<file path="src/rtl/ps2_scancode_rx.sv">
// PS/2 keyboard receiver: synchronises and filters the raw lines, deframes
// 11-bit frames and turns E0/F0-prefixed scancodes into make/break strobes.
//
// state  | meaning
// -------+-----------------------------------------------------------
// IDLE   | waiting for a start bit (falling edge with data low)
// DATA   | shifting in the 8 data bits, LSB first
// PARITY | waiting for the odd-parity bit
// STOP   | waiting for the stop bit; frame is checked on its edge
module ps2_scancode_rx #(
  parameter int FILTER_LEN     = 8,
  parameter int TIMEOUT_CYCLES = 50000
) (
  input  logic       clock,
  input  logic       reset,
  input  logic       ps2_clk,
  input  logic       ps2_dat,
  output logic [7:0] ps2_key_data,
  output logic       ps2_key_pressed,
  output logic       ps2_key_extended,
  output logic       ps2_key_released,
  output logic [7:0] ps2_out,
  output logic       frame_err
);

  localparam int FW = (FILTER_LEN > 1) ? $clog2(FILTER_LEN) : 1;
  localparam int TW = (TIMEOUT_CYCLES > 1) ? $clog2(TIMEOUT_CYCLES) : 1;
  localparam logic [FW-1:0] FMAX = FW'(FILTER_LEN - 1);
  localparam logic [TW-1:0] TMAX = TW'(TIMEOUT_CYCLES - 1);

  typedef enum logic [1:0] {IDLE, DATA, PARITY, STOP} state_t;

  state_t state, state_next;

  logic          clk_s1, clk_s2, dat_s1, dat_s2;
  logic          filt_clk, filt_clk_d;
  logic [FW-1:0] fcnt;
  logic          fe;
  logic [2:0]    bitcnt;
  logic [7:0]    shreg;
  logic          par_bit;
  logic [TW-1:0] tcnt;
  logic          ext_pending, brk_pending;
  logic          shift_en, par_en, stop_en, timeout_hit;
  logic          frame_ok;

  // Both lines idle high, so the synchronisers reset to 1 to avoid a false edge.
  always_ff @(posedge clock) begin
    if (reset) begin
      clk_s1     <= 1'b1;
      clk_s2     <= 1'b1;
      dat_s1     <= 1'b1;
      dat_s2     <= 1'b1;
      filt_clk   <= 1'b1;
      filt_clk_d <= 1'b1;
      fcnt       <= '0;
    end else begin
      clk_s1     <= ps2_clk;
      clk_s2     <= clk_s1;
      dat_s1     <= ps2_dat;
      dat_s2     <= dat_s1;
      filt_clk_d <= filt_clk;
      if (clk_s2 == filt_clk) begin
        fcnt <= '0;
      end else if (fcnt == FMAX) begin
        filt_clk <= clk_s2;
        fcnt     <= '0;
      end else begin
        fcnt <= fcnt + FW'(1);
      end
    end
  end

  assign fe = filt_clk_d & ~filt_clk;

  always_ff @(posedge clock) begin
    if (reset) state <= IDLE;
    else       state <= state_next;
  end

  always_comb begin
    state_next  = state;
    shift_en    = 1'b0;
    par_en      = 1'b0;
    stop_en     = 1'b0;
    timeout_hit = 1'b0;
    case (state)
      IDLE:   if (fe && !dat_s2) state_next = DATA;
      DATA:   if (fe) begin
                shift_en = 1'b1;
                if (bitcnt == 3'd7) state_next = PARITY;
              end
      PARITY: if (fe) begin
                par_en     = 1'b1;
                state_next = STOP;
              end
      STOP:   if (fe) begin
                stop_en    = 1'b1;
                state_next = IDLE;
              end
      default: state_next = IDLE;
    endcase
    // A falling edge in the same cycle as the terminal count takes priority.
    if (state != IDLE && !fe && tcnt == TMAX) begin
      timeout_hit = 1'b1;
      state_next  = IDLE;
    end
  end

  always_ff @(posedge clock) begin
    if (reset) begin
      bitcnt  <= '0;
      shreg   <= '0;
      par_bit <= 1'b0;
      tcnt    <= '0;
    end else begin
      if (state == IDLE) bitcnt <= '0;
      else if (shift_en) bitcnt <= bitcnt + 3'd1;
      if (shift_en) shreg[bitcnt] <= dat_s2;
      if (par_en)   par_bit <= dat_s2;
      if (state == IDLE || fe || timeout_hit) tcnt <= '0;
      else                                    tcnt <= tcnt + TW'(1);
    end
  end

  assign frame_ok = (^shreg ^ par_bit) & dat_s2;

  always_ff @(posedge clock) begin
    if (reset) begin
      ps2_key_data     <= '0;
      ps2_key_pressed  <= 1'b0;
      ps2_key_extended <= 1'b0;
      ps2_key_released <= 1'b0;
      ps2_out          <= '0;
      frame_err        <= 1'b0;
      ext_pending      <= 1'b0;
      brk_pending      <= 1'b0;
    end else begin
      ps2_key_pressed  <= 1'b0;
      ps2_key_released <= 1'b0;
      frame_err        <= timeout_hit;
      if (stop_en) begin
        if (!frame_ok) begin
          frame_err <= 1'b1;
        end else begin
          ps2_out <= shreg;
          if (shreg == 8'hE0) begin
            ext_pending <= 1'b1;
          end else if (shreg == 8'hF0) begin
            brk_pending <= 1'b1;
          end else if (brk_pending) begin
            ps2_key_released <= 1'b1;
            brk_pending      <= 1'b0;
            ext_pending      <= 1'b0;
          end else begin
            ps2_key_data     <= shreg;
            ps2_key_extended <= ext_pending;
            ps2_key_pressed  <= 1'b1;
            ext_pending      <= 1'b0;
          end
        end
      end
    end
  end

endmodule

</file>
<file path="config.mk">
export PLATFORM = sky130hd
export DESIGN_NAME = ps2_scancode_rx
export DESIGN_NICKNAME = d
export VERILOG_FILES = /design/src/rtl/ps2_scancode_rx.sv
export SDC_FILE = /design/constraint.sdc
export NUM_CORES = 1
export LEC_CHECK = 0
export BUFFER_PORTS_ARGS = -buffer_cell sky130_fd_sc_hd__buf_2
export CORE_MARGIN = 1
export CORE_UTILIZATION = 40
export CTS_CLUSTER_DIAMETER = 200
export DETAILED_ROUTE_END_ITERATION = 16
export PLACE_DENSITY = 0.61
export SLEW_MARGIN = 5
export SYNTH_ARGS = -nofsm -noshare
export SYNTH_HDL_FRONTEND = slang
export SYNTH_SLANG_ARGS = --single-unit
</file>
<file path="constraint.sdc">
create_clock -name clock -period 2.1 [get_ports clock]
set_input_delay 0.42 -clock clock [delete_from_list [all_inputs] [get_ports clock]]
set_output_delay 0.42 -clock clock [all_outputs]
set_load 0.03 [all_outputs]
</file>
# == Yosys cells after proc, flatten, opt, wreduce, memory -nomap -nowiden ==
# Index checks and enable logic that the tools add are counted.
# word_totals
ff_bits,61
in_bits,4
out_inout_bits,20
word_cells,93
# op_classes
addsub,3
magnitude_cmp,2
eq_ne,15
mux,21
n_bitwise,10
n_reduce_logical,22
# op_table
cell,count
$add A16 B1 Y16 const B,1
$eq A16 B16 Y1 const B,1
$eq A8 B8 Y1 const B,2
$mux W1,13
$ne A2 B2 Y1 const B,6
$mux W2,5
$reduce_and A5 Y1,2
$bwmux W8,1
$pmux W2 S4,1
$reduce_xor A8 Y1,1
$not A1 Y1,7
$add A3 B1 Y3 const B,2
$eq A3 B3 Y1 const B,2
$reduce_and A3 Y1,2
$reduce_or A2 Y1,3
$reduce_or A5 Y1,1
$eq A2 B2 Y1 const B,2
$logic_and A1 B1 Y1,4
$lt A3 B4 Y1 const B,1
$reduce_and A2 Y1,2
$demux W1 S3,1
$ge A3 B1 Y1 const B,1
$reduce_or A3 Y1,1
$and A1 B1 Y1,2
other kinds (7),9

# == Longest topological paths before layout ==
# depth
depth_word,8
mapped_depth,7
mapped_depth_nobuf,6

# == Worst setup path before layout ==
# No wires, ideal clock.
# synth_timing
path_type,flip-flop to flip-flop
from,register shreg[6]
to,register ps2_key_extended
setup_time_ps,72
arrival_time_ps,1818
setup_slack_ps,210
stages_incl_launch_ff,7
n_path_buf,1
synth_period_minus_slack_ps,1890
path_cell_list,dfxtp_1 ha_1 xnor3_2 xnor2_2 nor4b_2 buf_6 mux2i_1
# synth_between
elab_chain_cells,4
# synth_rtl
element,line,rtl
start: declaration,40,logic [7:0] shreg;
start signal: indexed assignment,119,if (shift_en) shreg[bitcnt] <= dat_s2;
$reduce_xor A8 Y1,126,assign frame_ok = (^shreg ^ par_bit) & dat_s2;
$xor A1 B1 Y1,126,
$and A1 B1 Y1,126,
$reduce_and A5 Y1 (no line) (*),-,
end signal: assignment,157,ps2_key_extended <= ext_pending;
end: declaration,20,"output logic ps2_key_extended,"
# Every way passes the cells marked *; elsewhere a longest branch is shown, timed or not.
# A chain may end at the register's enable or synchronous reset.

# == Worst setup path after layout ==
# layout_timing
from,register shreg[6]
to,register ps2_key_data[3]
# layout_between
elab_chain_cells,4
# layout_rtl
element,line,rtl
$reduce_xor A8 Y1,126,
$xor A1 B1 Y1,126,
$and A1 B1 Y1,126,
$reduce_and A5 Y1 (no line) (*),-,
end signal: assignment,156,ps2_key_data <= shreg;
end: declaration,18,"output logic [7:0] ps2_key_data,"
# Marks and branches as above.

==> impl_metrics.csv <==
group,metric,value,unit
power_and_ir_drop,power.density,720,mW/mm²
logic_synthesis,syn_avg_cell_area,9.31,µm²
cells_and_area,layout_common_cells,"dfxtp_1 (61), nand2_1 (28), buf_2 (23)",
timing,drv_slew,0,
job,cap_violations,0,
worst_setup_path,crit_fanout,10,
logic_synthesis,synth.ff_latch_count,61,
worst_setup_path,startpoint_type,"flip-flop",
cells_and_area,drive_above_1_share,18.0,%
cells_and_area,multi_input_area,0.00142,mm²
cells_and_area,nets,347,
cells_and_area,final_design_area_no_fill,0.00320,mm²
logic_synthesis,ys.flop_type,"dfxtp_1",
cells_and_area,regArea,0.00122,mm²
timing,slew-limit-headroom,66.0,%
worst_setup_path,crit_path_end_kind,"flip-flop",
timing,timing.fmax,511,MHz
die,ios,24,
logic_synthesis,yosysSeqAreaShare,44.5,%
detailed_routing,wl_per_cell,13.4,µm
cts,clk_pin_slew,0.07,ns
detailed_routing,viasPerCell,5.24,
cts,clock-sinks,61,
timing,fin_crit_sh,93.1,%
worst_setup_path,required,2.37,ns
power_and_ir_drop,switching_share,20.1,%
placed_design,dp_cells,394,
logic_synthesis,syn_inst,295,
timing,hold_violations,0,
die,initial_core_util,42.3,%
hold_path,worstHoldPathType,"in2reg",
logic_synthesis,async_reset_ff_share,0,%
cts,clockBufferDepth,2,
global_routing,grt_max_degree,20,
cts,cts_made_buffers,9,
cells_and_area,diodes,0,
cells_and_area,syn_to_final_growth,16.5,%
cts,ctsResizeCount,0,
timing,finalSetupViolations,0,
cts,tritoncts,"done",
timing,finalSetupTns,0,ns
die,die_w,84.8,µm
global_routing,gr-usage-all-layers,16.7,%
logic_synthesis,ys_types,40,
detailed_routing,drt-pass1-iter-count,13,
placed_design,port_buffers,23,
logic_synthesis,synth_nets,314,
placed_design,hpwl,3.85,mm
placed_design,place_congestion,0.775,
detailed_routing,vias,2150,
die,core,0.00649,mm²
power_and_ir_drop,p_clk_share,48.1,%
logic_synthesis,netlist_area,0.00275,mm²
logic_synthesis,synth_edf_count,0,
detailed_routing,drt-total-wl,5.50,mm
detailed_routing,drt_iter0_markers,98,
worst_setup_path,critPathKind,"reg2reg",
timing,rsz0062_at_grt,"false",
detailed_routing,drc,2,
power_and_ir_drop,p_sw,463,µW
power_and_ir_drop,total_leakage_power,1.20,nW
timing,period_minus_slack,1.96,ns
die,dieArea,0.00720,mm²
cts,ctsHoldBuffers,0,
power_and_ir_drop,power_frac_seq,50.5,%
global_routing,grt_antenna_before_repair,0,
cts,cts_root_buf,"clkbuf_8",
cells_and_area,layout.cells.non_filler,410,
cts,insertion_delay,0.34,ns
placed_design,place_area,0.00299,mm²
global_routing,grt_pass1_vias,1986,
detailed_routing,ant_nets,0,
timing,skew,0.0131,ns
power_and_ir_drop,ir_worst_vdd,0.000381,V
cells_and_area,layout_commonest_cell,"dfxtp_1",
power_and_ir_drop,cell_internal_pwr,1.84,mW
power_and_ir_drop,finalPower,2.30,mW
worst_setup_path,r2r_slack,0.14,ns
run_status,failed_checks,"design-rule violations",
cells_and_area,fillCellCount,649,
cts,post-cts-setup-buffers,0,
global_routing,grt_pass1_wl,9.20,mm
die,rows,29,
cts,cts_htree_levels,3,
run_status,outcome,"finished, violations left",
die,die_h,84.8,µm
logic_synthesis,synth_warnings,0,
power_and_ir_drop,comb_power_share,1.4,%
global_routing,overflow,0,
timing,worst_slew_pin_slew,0.508,ns
worst_setup_path,worst_ep_arrival_time,2.22,ns
kinds of logic after synthesis:
family | Yosys count | share of synthesized area (%)
adders and majority gates | 15 | 6.84
and+or+nand+nor | 119 | 23.1
muxes | 19 | 6.93
AOI/OAI and AO/OA | 41 | 8.43
DFF | 61 | 44.5
xor gates and xnor gates | 16 | 6.47
buffers and inverters | 24 | 3.74
Yosys cell counts (7+ instances only):
| library cell | number | area (µm²) |
|---|---|---|
| ha_1 | 15 | 188 |
| nand2_1 | 28 | 105 |
| nor3_1 | 9 | 45.0 |
| mux2i_1 | 19 | 190 |
| inv_1 | 10 | 37.5 |
| clkbuf_1 | 9 | 33.8 |
| xor2_1 | 8 | 70.1 |
| nor2_1 | 19 | 71.3 |
| dfxtp_1 | 61 | 1220 |
| a21oi_1 | 17 | 85.1 |
| nand3_1 | 16 | 80.1 |
| o21ai_0 | 16 | 80.1 |
| nand4_1 | 7 | 43.8 |
worst paths after layout:
| path | start | end | depth (start not counted) |
|---|---|---|---|
| worst max-delay path | shreg[6] | ps2_key_data[3] | 6 |
| worst min register to register | clk_s1 | clk_s2 | 1 |
| worst min-delay path | ps2_clk | clk_s1 | 2 |
| worst max register to register | shreg[6] | ps2_key_data[3] | 6 |
registers in the layout (all words and copies together), names as in the netlist:
name	flops
tcnt	16
ps2_key_data	8
ps2_out	8
shreg	8
bitcnt	3
fcnt	3
state	2
brk_pending	1
clk_s1	1
clk_s2	1
dat_s1	1
dat_s2	1
ext_pending	1
filt_clk	1
filt_clk_d	1
frame_err	1
par_bit	1
ps2_key_extended	1
ps2_key_pressed	1
ps2_key_released	1
per-layer routing:
metal	vias up	part of all wire (%)	global-route usage, %
li1	1101	-	-
met1	1008	47	20.5
met2	31	47	26.6
met3	10	4.1	6.32
met4	0	2.0	6.32
met5	-	0	0
metrics by stage:
stage	hold WS (ns)	util, %	setup WS [ns]
global placement	0.396	46.0	0.179
finish	0.264	49.2	0.144
global route	0.244	49.2	0.0285
floorplan	0.389	-	0.210
CTS	0.245	49.2	0.128
detailed placement	0.400	46.0	0.142
layout make-up:
class,count,area share (%)
flip-flops and latches,61,38.2
inverters,10,1.17
repair buffers,36,6.65
multi-input cells,210,44.5
clock inverters,4,2.27
clock buffers,12,4.23
well taps,77,3.01
power groups by stage:
stage          clock, mW  sequential (mW)  combinational, mW
6_report            1.11             1.16             0.0320
5_1_grt             1.19             1.16             0.0346
4_1_cts             1.14             1.16             0.0324
3_5_place_dp           0             1.19             0.0324
3_3_place_gp           0             1.19             0.0323
2_1_floorplan          0             1.19             0.0195
worst max-delay path: stages (launching register included):
cell and delay, ns:
dfxtp_1 0.32, ha_1 0.30, xnor3_2 0.42, xnor2_2 0.16, nor4b_2 0.25, buf_4 0.24
mux2i_1 0.20
No activity file was read; power rests on OpenSTA's default activity.
